$ cat config.mk
export PLATFORM = sky130hd
export DESIGN_NAME = mc_control_unit
export DESIGN_NICKNAME = d
export VERILOG_FILES = /design/src/rtl/mc_control_unit.sv
export SDC_FILE = /design/constraint.sdc
export NUM_CORES = 1
export LEC_CHECK = 0
export CAP_MARGIN = 25
export CORE_ASPECT_RATIO = 0.8
export CORE_MARGIN = 1.5
export CORE_UTILIZATION = 41
export CTS_CLUSTER_SIZE = 8
export DETAILED_ROUTE_END_ITERATION = 16
export PLACE_DENSITY = 0.8
export SYNTH_ARGS = -nofsm -noshare
export SYNTH_HDL_FRONTEND = slang
export SYNTH_SLANG_ARGS = --single-unit
export TNS_END_PERCENT = 100
$ cat constraint.sdc
create_clock -name clk -period 2.7 [get_ports clk]
set_clock_uncertainty 0.05 [all_clocks]
set_input_delay 0.675 -clock clk [delete_from_list [all_inputs] [get_ports clk]]
set_output_delay 0.675 -clock clk [all_outputs]
set_load 0.05 [all_outputs]
$ cat src/rtl/mc_control_unit.sv
// Multi-cycle control unit for an RV32I-style datapath.
//
// Sequences each instruction through FETCH -> DECODE -> EXECUTE -> [MEMORY] -> [WRITEBACK]
// and drives the datapath strobes for each step. Illegal opcodes land in an absorbing TRAP
// state that only reset leaves.
//
// Optional feature: define MEM_TIMEOUT_EN to bound the FETCH/MEMORY handshake waits to
// MEM_WAIT_MAX cycles (timeout traps with bus_error). Without it, waits are unbounded and
// bus_error is tied low.
//
// Ports:
//   clk, rst_n           clock, synchronous active-low reset
//   instr_in, imem_ack   fetched instruction and fetch-complete handshake
//   imem_req             instruction fetch request
//   dmem_req, dmem_ack   data access request / completion
//   branch_taken         ALU compare result, used in EXECUTE for branches
//   ir_out               latched instruction register
//   alu_op, imm_en, sign_extender_en, sign_extender_type
//                        decode outputs, valid DECODE..WRITEBACK, 0 otherwise
//   rf_write_en, mem_read_en, mem_write_en, pc_write_en, pc_control
//                        per-state datapath strobes (pc_control 00 whenever pc_write_en=0)
//   state                current FSM state encoding
//   illegal_instr, bus_error
//                        sticky trap cause flags
module mc_control_unit #(
  parameter int unsigned IR_W         = 32,
  parameter int unsigned MEM_WAIT_MAX = 8
) (
  input  logic            clk,
  input  logic            rst_n,
  input  logic [IR_W-1:0] instr_in,
  output logic            imem_req,
  input  logic            imem_ack,
  output logic            dmem_req,
  input  logic            dmem_ack,
  input  logic            branch_taken,
  output logic [IR_W-1:0] ir_out,
  output logic            imm_en,
  output logic            rf_write_en,
  output logic            mem_read_en,
  output logic            mem_write_en,
  output logic            sign_extender_en,
  output logic            sign_extender_type,
  output logic [3:0]      alu_op,
  output logic [1:0]      pc_control,
  output logic            pc_write_en,
  output logic [2:0]      state,
  output logic            illegal_instr,
  output logic            bus_error
);

  typedef enum logic [2:0] {
    StFetch     = 3'd0,
    StDecode    = 3'd1,
    StExecute   = 3'd2,
    StMemory    = 3'd3,
    StWriteback = 3'd4,
    StTrap      = 3'd5
  } state_e;

  // Major opcodes, ir[6:2]
  localparam logic [4:0] OpcLoad   = 5'b00000;
  localparam logic [4:0] OpcOpImm  = 5'b00100;
  localparam logic [4:0] OpcAuipc  = 5'b00101;
  localparam logic [4:0] OpcStore  = 5'b01000;
  localparam logic [4:0] OpcOp     = 5'b01100;
  localparam logic [4:0] OpcLui    = 5'b01101;
  localparam logic [4:0] OpcBranch = 5'b11000;
  localparam logic [4:0] OpcJalr   = 5'b11001;
  localparam logic [4:0] OpcJal    = 5'b11011;

  localparam logic [3:0] AluAdd = 4'b0000;
  localparam logic [3:0] AluSub = 4'b0001;
  localparam logic [3:0] AluSll = 4'b0010;
  localparam logic [3:0] AluSrl = 4'b0100;
  localparam logic [3:0] AluSra = 4'b0101;
  localparam logic [3:0] AluXor = 4'b0110;
  localparam logic [3:0] AluOr  = 4'b0111;
  localparam logic [3:0] AluAnd = 4'b1000;
  localparam logic [3:0] AluBeq = 4'b1001;
  localparam logic [3:0] AluBne = 4'b1010;
  localparam logic [3:0] AluBlt = 4'b1011;
  localparam logic [3:0] AluBge = 4'b1100;
  localparam logic [3:0] AluSlt = 4'b1101;

  localparam logic [1:0] PcHold   = 2'b00;
  localparam logic [1:0] PcNext   = 2'b01;
  localparam logic [1:0] PcJump   = 2'b10;
  localparam logic [1:0] PcBranch = 2'b11;

  state_e          state_q;
  logic [IR_W-1:0] ir_q;
  logic            imem_req_q;
  logic            dmem_req_q;
  logic            illegal_q;
  logic            timeout;

  // ---------------------------------------------------------------------------------------------
  // Instruction classification
  // ---------------------------------------------------------------------------------------------
  logic [4:0] opc;
  logic [2:0] funct3;
  logic       alt;
  logic       is_load, is_store, is_branch, is_jump, is_op, legal;

  assign opc    = ir_q[6:2];
  assign funct3 = ir_q[14:12];
  assign alt    = ir_q[30];

  always_comb begin
    is_load   = (opc == OpcLoad);
    is_store  = (opc == OpcStore);
    is_branch = (opc == OpcBranch);
    is_jump   = (opc == OpcJal) || (opc == OpcJalr);
    is_op     = (opc == OpcOp);
    legal     = (ir_q[1:0] == 2'b11) &&
                (is_load || is_store || is_branch || is_jump || is_op ||
                 (opc == OpcOpImm) || (opc == OpcLui) || (opc == OpcAuipc));
  end

  // ---------------------------------------------------------------------------------------------
  // Decode outputs (combinational from IR, gated by state below)
  // ---------------------------------------------------------------------------------------------
  logic [3:0] dec_alu;
  logic       dec_imm;
  logic       dec_uns;
  logic       dec_valid;

  always_comb begin
    dec_alu = AluAdd;
    dec_imm = 1'b0;
    dec_uns = 1'b0;
    if (legal) begin
      dec_imm = !is_op;
      unique case (opc)
        OpcOpImm, OpcOp: begin
          unique case (funct3)
            3'b000:  dec_alu = (is_op && alt) ? AluSub : AluAdd;  // addi never subtracts
            3'b001:  dec_alu = AluSll;
            3'b010:  dec_alu = AluSlt;
            3'b011: begin
              dec_alu = AluSlt;
              dec_uns = 1'b1;
            end
            3'b100:  dec_alu = AluXor;
            3'b101:  dec_alu = alt ? AluSra : AluSrl;
            3'b110:  dec_alu = AluOr;
            default: dec_alu = AluAnd;
          endcase
        end
        OpcBranch: begin
          case (funct3)
            3'b000:  dec_alu = AluBeq;
            3'b001:  dec_alu = AluBne;
            3'b100:  dec_alu = AluBlt;
            3'b101:  dec_alu = AluBge;
            3'b110: begin
              dec_alu = AluBlt;
              dec_uns = 1'b1;
            end
            3'b111: begin
              dec_alu = AluBge;
              dec_uns = 1'b1;
            end
            default: dec_alu = AluAdd;
          endcase
        end
        OpcLoad: dec_uns = (funct3 == 3'b100) || (funct3 == 3'b101);  // lbu, lhu
        default: ;
      endcase
    end
  end

  assign dec_valid = (state_q == StDecode) || (state_q == StExecute) ||
                     (state_q == StMemory) || (state_q == StWriteback);

  assign alu_op             = dec_valid ? dec_alu : 4'b0000;
  assign imm_en             = dec_valid & dec_imm;
  assign sign_extender_en   = dec_valid & dec_imm;
  assign sign_extender_type = dec_valid & dec_uns;

  // ---------------------------------------------------------------------------------------------
  // Per-state datapath strobes
  // ---------------------------------------------------------------------------------------------
  always_comb begin
    rf_write_en  = 1'b0;
    mem_read_en  = 1'b0;
    mem_write_en = 1'b0;
    pc_write_en  = 1'b0;
    pc_control   = PcHold;
    unique case (state_q)
      StExecute: begin
        if (is_branch) begin
          pc_write_en = 1'b1;
          pc_control  = branch_taken ? PcBranch : PcNext;
        end
      end
      StMemory: begin
        mem_read_en  = is_load;
        mem_write_en = is_store;
        // A store retires on the ack edge, so the PC advances in that same cycle
        if (is_store && dmem_ack) begin
          pc_write_en = 1'b1;
          pc_control  = PcNext;
        end
      end
      StWriteback: begin
        rf_write_en = 1'b1;
        pc_write_en = 1'b1;
        pc_control  = is_jump ? PcJump : PcNext;
      end
      default: ;
    endcase
  end

  // ---------------------------------------------------------------------------------------------
  // Optional handshake timeout
  // ---------------------------------------------------------------------------------------------
`ifdef MEM_TIMEOUT_EN
  localparam int unsigned CntW = (MEM_WAIT_MAX > 1) ? $clog2(MEM_WAIT_MAX) : 1;

  logic [CntW-1:0] wait_cnt_q;
  logic            bus_error_q;
  logic            waiting;

  // The first FETCH cycle after reset has no request outstanding, so it is not a wait
  assign waiting   = ((state_q == StFetch) && imem_req_q && !imem_ack) ||
                     ((state_q == StMemory) && !dmem_ack);
  assign timeout   = waiting && (wait_cnt_q == CntW'(MEM_WAIT_MAX - 1));
  assign bus_error = bus_error_q;
`else
  assign timeout   = 1'b0;
  assign bus_error = 1'b0;
`endif

  // ---------------------------------------------------------------------------------------------
  // FSM with registered handshake requests
  // ---------------------------------------------------------------------------------------------
  always_ff @(posedge clk) begin
    if (!rst_n) begin
      state_q    <= StFetch;
      ir_q       <= '0;
      imem_req_q <= 1'b0;
      dmem_req_q <= 1'b0;
      illegal_q  <= 1'b0;
`ifdef MEM_TIMEOUT_EN
      wait_cnt_q  <= '0;
      bus_error_q <= 1'b0;
`endif
    end else begin
      unique case (state_q)
        StFetch: begin
          if (imem_req_q && imem_ack) begin
            ir_q       <= instr_in;
            imem_req_q <= 1'b0;
            state_q    <= StDecode;
          end else if (timeout) begin
            imem_req_q <= 1'b0;
            state_q    <= StTrap;
          end else begin
            imem_req_q <= 1'b1;
          end
        end
        StDecode: begin
          if (legal) begin
            state_q <= StExecute;
          end else begin
            illegal_q <= 1'b1;
            state_q   <= StTrap;
          end
        end
        StExecute: begin
          if (is_load || is_store) begin
            dmem_req_q <= 1'b1;
            state_q    <= StMemory;
          end else if (is_branch) begin
            imem_req_q <= 1'b1;
            state_q    <= StFetch;
          end else begin
            state_q <= StWriteback;
          end
        end
        StMemory: begin
          if (dmem_ack) begin
            dmem_req_q <= 1'b0;
            if (is_load) begin
              state_q <= StWriteback;
            end else begin
              imem_req_q <= 1'b1;
              state_q    <= StFetch;
            end
          end else if (timeout) begin
            dmem_req_q <= 1'b0;
            state_q    <= StTrap;
          end
        end
        StWriteback: begin
          imem_req_q <= 1'b1;
          state_q    <= StFetch;
        end
        default: ;  // StTrap absorbs until reset
      endcase
`ifdef MEM_TIMEOUT_EN
      // Counter only survives while the FSM is still waiting in the same state
      wait_cnt_q <= (waiting && !timeout) ? wait_cnt_q + CntW'(1) : '0;
      if (timeout) begin
        bus_error_q <= 1'b1;
      end
`endif
    end
  end

  assign imem_req      = imem_req_q;
  assign dmem_req      = dmem_req_q;
  assign ir_out        = ir_q;
  assign state         = state_q;
  assign illegal_instr = illegal_q;

endmodule
==> flow_summary.toml <==
[cts]
htreeDepth = 2
cts_root_buffer = "clkbuf_8"
ctsHoldBuffers = 0
clock-sinks = 38
tritoncts = "built"
path_clk_slew_ns = 0.08
clockBufferDepth = 2
numCtsBuffers = 5
insertion_delay_ns = 0.29

[floorplanning]
fp.dieW_um = 78.8
ioPinCount = 89
die_y_um = 63.6
die-area_mm2 = 0.00501
core_area_mm2 = 0.00428
row_count = 21
start_util_pct = 44.0

[place]
port-buffer-count = 87
dp_cells = 376
globalplace.congestion = 0.897
hpwl_mm = 4.01

[setup_path]
required_ns = 1.98
cp_max_fo = 7
path_class = "reg -> out"
critPathCaptureType = "output port"
cp.arrival_ns = 1.93
cp-start-kind = "flip-flop"

[logic_synthesis]
synth_top_area_cell = "dfxtp_1"
post_synth_xor_area_fraction_pct = 0
ys_seq_area_share_pct = 40.4
synth_edf_count = 0
netlist_top_cells_area = "dfxtp_1 40%, nand2_1 14%, a21boi_0 13%, o21ai_0 2.4%, a21oi_1 2.1%"
synthDistinctLibCells = 44
synth_nets = 277
yosysWarnings = 0
synth_top_area_share_pct = 40.4
async_flop_share_pct = 0
synth_top_family_by_area = "simple AND/OR/NAND/NOR gates"
synth-seq-cells = 38
synth_compound_gate_area_share_pct = 25.5
muxShareOfSynthArea_pct = 0.598
synthAdderAreaFrac_pct = 0
syn_area_mm2 = 0.00188
synth_simple_gate_area_share_pct = 27.0
synthCells = 240
syn_area_per_cell_um2 = 7.85
synth_ff_type = "dfxtp_1"

[run_status]
status = "complete, no violations"

[timing]
fin_crit_sh_pct = 98.2
final-hold-violation-count = 0
maxSlewHeadroom_pct = 58.8
tightest_slew_ns = 0.612
min_period_ns = 2.65
setup-tns-final_ns = 0
fmax_mhz = 377
drv_slew = 0
setup_viol = 0

[finish]
drive_gt1_share_pct = 20.2
final_cell_mix = "75 x clkdlybuf4s50_1, 70 x nand2_1, 33 x a21boi_0, 29 x dfxtp_1, 17 x buf_4"
stdcell_count = 389
nNetsFinal = 368
postLayoutCoreUtil_pct = 75.4
final_common_cell = "clkdlybuf4s50_1"
synthToLayoutAreaGrowth_pct = 71.4
antenna_cells = 0

[pwr]
ir_worst_vdd_uv = 449
p_leak_nw = 1.10
power_density_mw_per_mm2 = 448

[detailed_routing]
drtAntennaViolNets = 0
drc = 0
drt_first_pass_iters = 4
drt-wirelength-per-cell_um = 14.4
vias = 2034
routed_wl_mm = 5.59
drt-initial-drc-count = 125
vias_per_cell = 5.23

[global_route]
grt_max_degree = 28
grt_usage_pct = 23.1
first_global_vias = 1944
grt_overflow = 0
grt_antenna_before_repair = 0
grt_pass1_wl_mm = 9.15

[min_path]
hold_path.class = "reg -> reg"

[job]
cap_viol_max_count = 0
final cells by class:
cell class                      count  area (um^2)
Clock buffer                        6         93.8
Sequential cell                    38          782
Fill cell                         315         1050
Multi-Input combinational cell    175         1150
Timing Repair Buffer              103         1090
Clock inverter                      2         10.0
Tap cell                           57         71.3
Inverter                            8         30.0
worst paths after layout:
path / endpoint / slack [ns] / cells past startpoint / start
max: sign_extender_type / 0.05 / 5 / ir_out[4]
min: ir_out[23] / 0.41 / 2 / ir_out[23]
max reg2reg: state[0] / 0.88 / 6 / state[1]
min reg2reg: ir_out[23] / 0.41 / 2 / ir_out[23]
report_power, final:
group	leakage (nW)	switching, mW	internal [mW]	total, mW
combinational	0.731	0.224	0.161	0.384
sequential	0.315	0.0386	0.591	0.629
clock	0.0561	0.199	0.235	0.434
metrics by stage:
step / hold WS (ns) / power [mW] / area [um^2] / setup WS (ns)
5_1_grt: 0.435 / 1.52 / 3230 / -0.0211
3_5_place_dp: 0.405 / 1.01 / 3040 / 0.120
4_1_cts: 0.416 / 1.45 / 3160 / -0.0142
3_3_place_gp: 0.399 / 1.01 / 3040 / 0.139
2_1_floorplan: 0.527 / 0.864 / 2020 / -0.472
6_report: 0.413 / 1.45 / 3230 / 0.0496
metal layers:
metal  track usage, %  share of wire (%)
met3             9.28                 11
met2             37.9                 47
met5                0                  0
met4             7.59                1.4
met1             27.3                 41
registers in the layout (all words and copies together) (netlist names):
register and count:
ir_out 32, state 3, dmem_req 1, illegal_instr 1
imem_req 1
cell usage after synthesis, types with 2 or more instances:
library cell,instances
dfxtp_1,38
a21oi_1,8
nand3_1,3
a21boi_0,33
nor3_1,2
nor2_1,7
nand2b_1,6
o21a_1,2
clkbuf_1,9
a32oi_1,2
buf_4,2
nand2_1,70
nor3b_1,3
o21ai_0,9
buf_2,7
nor2b_1,2
nand3b_1,3
inv_1,8
critical path, stage by stage, from the launching register on:
cell	delay, ns
dfxtp_4	0.37
or4_4	0.58
nor2_4	0.14
a21oi_1	0.10
a311oi_4	0.27
buf_12	0.18
timing repair:
item                       CTS  global route
gates resized for setup      4             5
pin swaps                    2             6
setup buffers                0             5
setup endpoints to repair    5             4
cell families after synthesis:
logic type      Yosys count
simple gates            106
mux                       1
buf+inv                  27
flops                    38
other cells               1
compound gates           67
No activity file was read; power rests on OpenSTA's default activity.
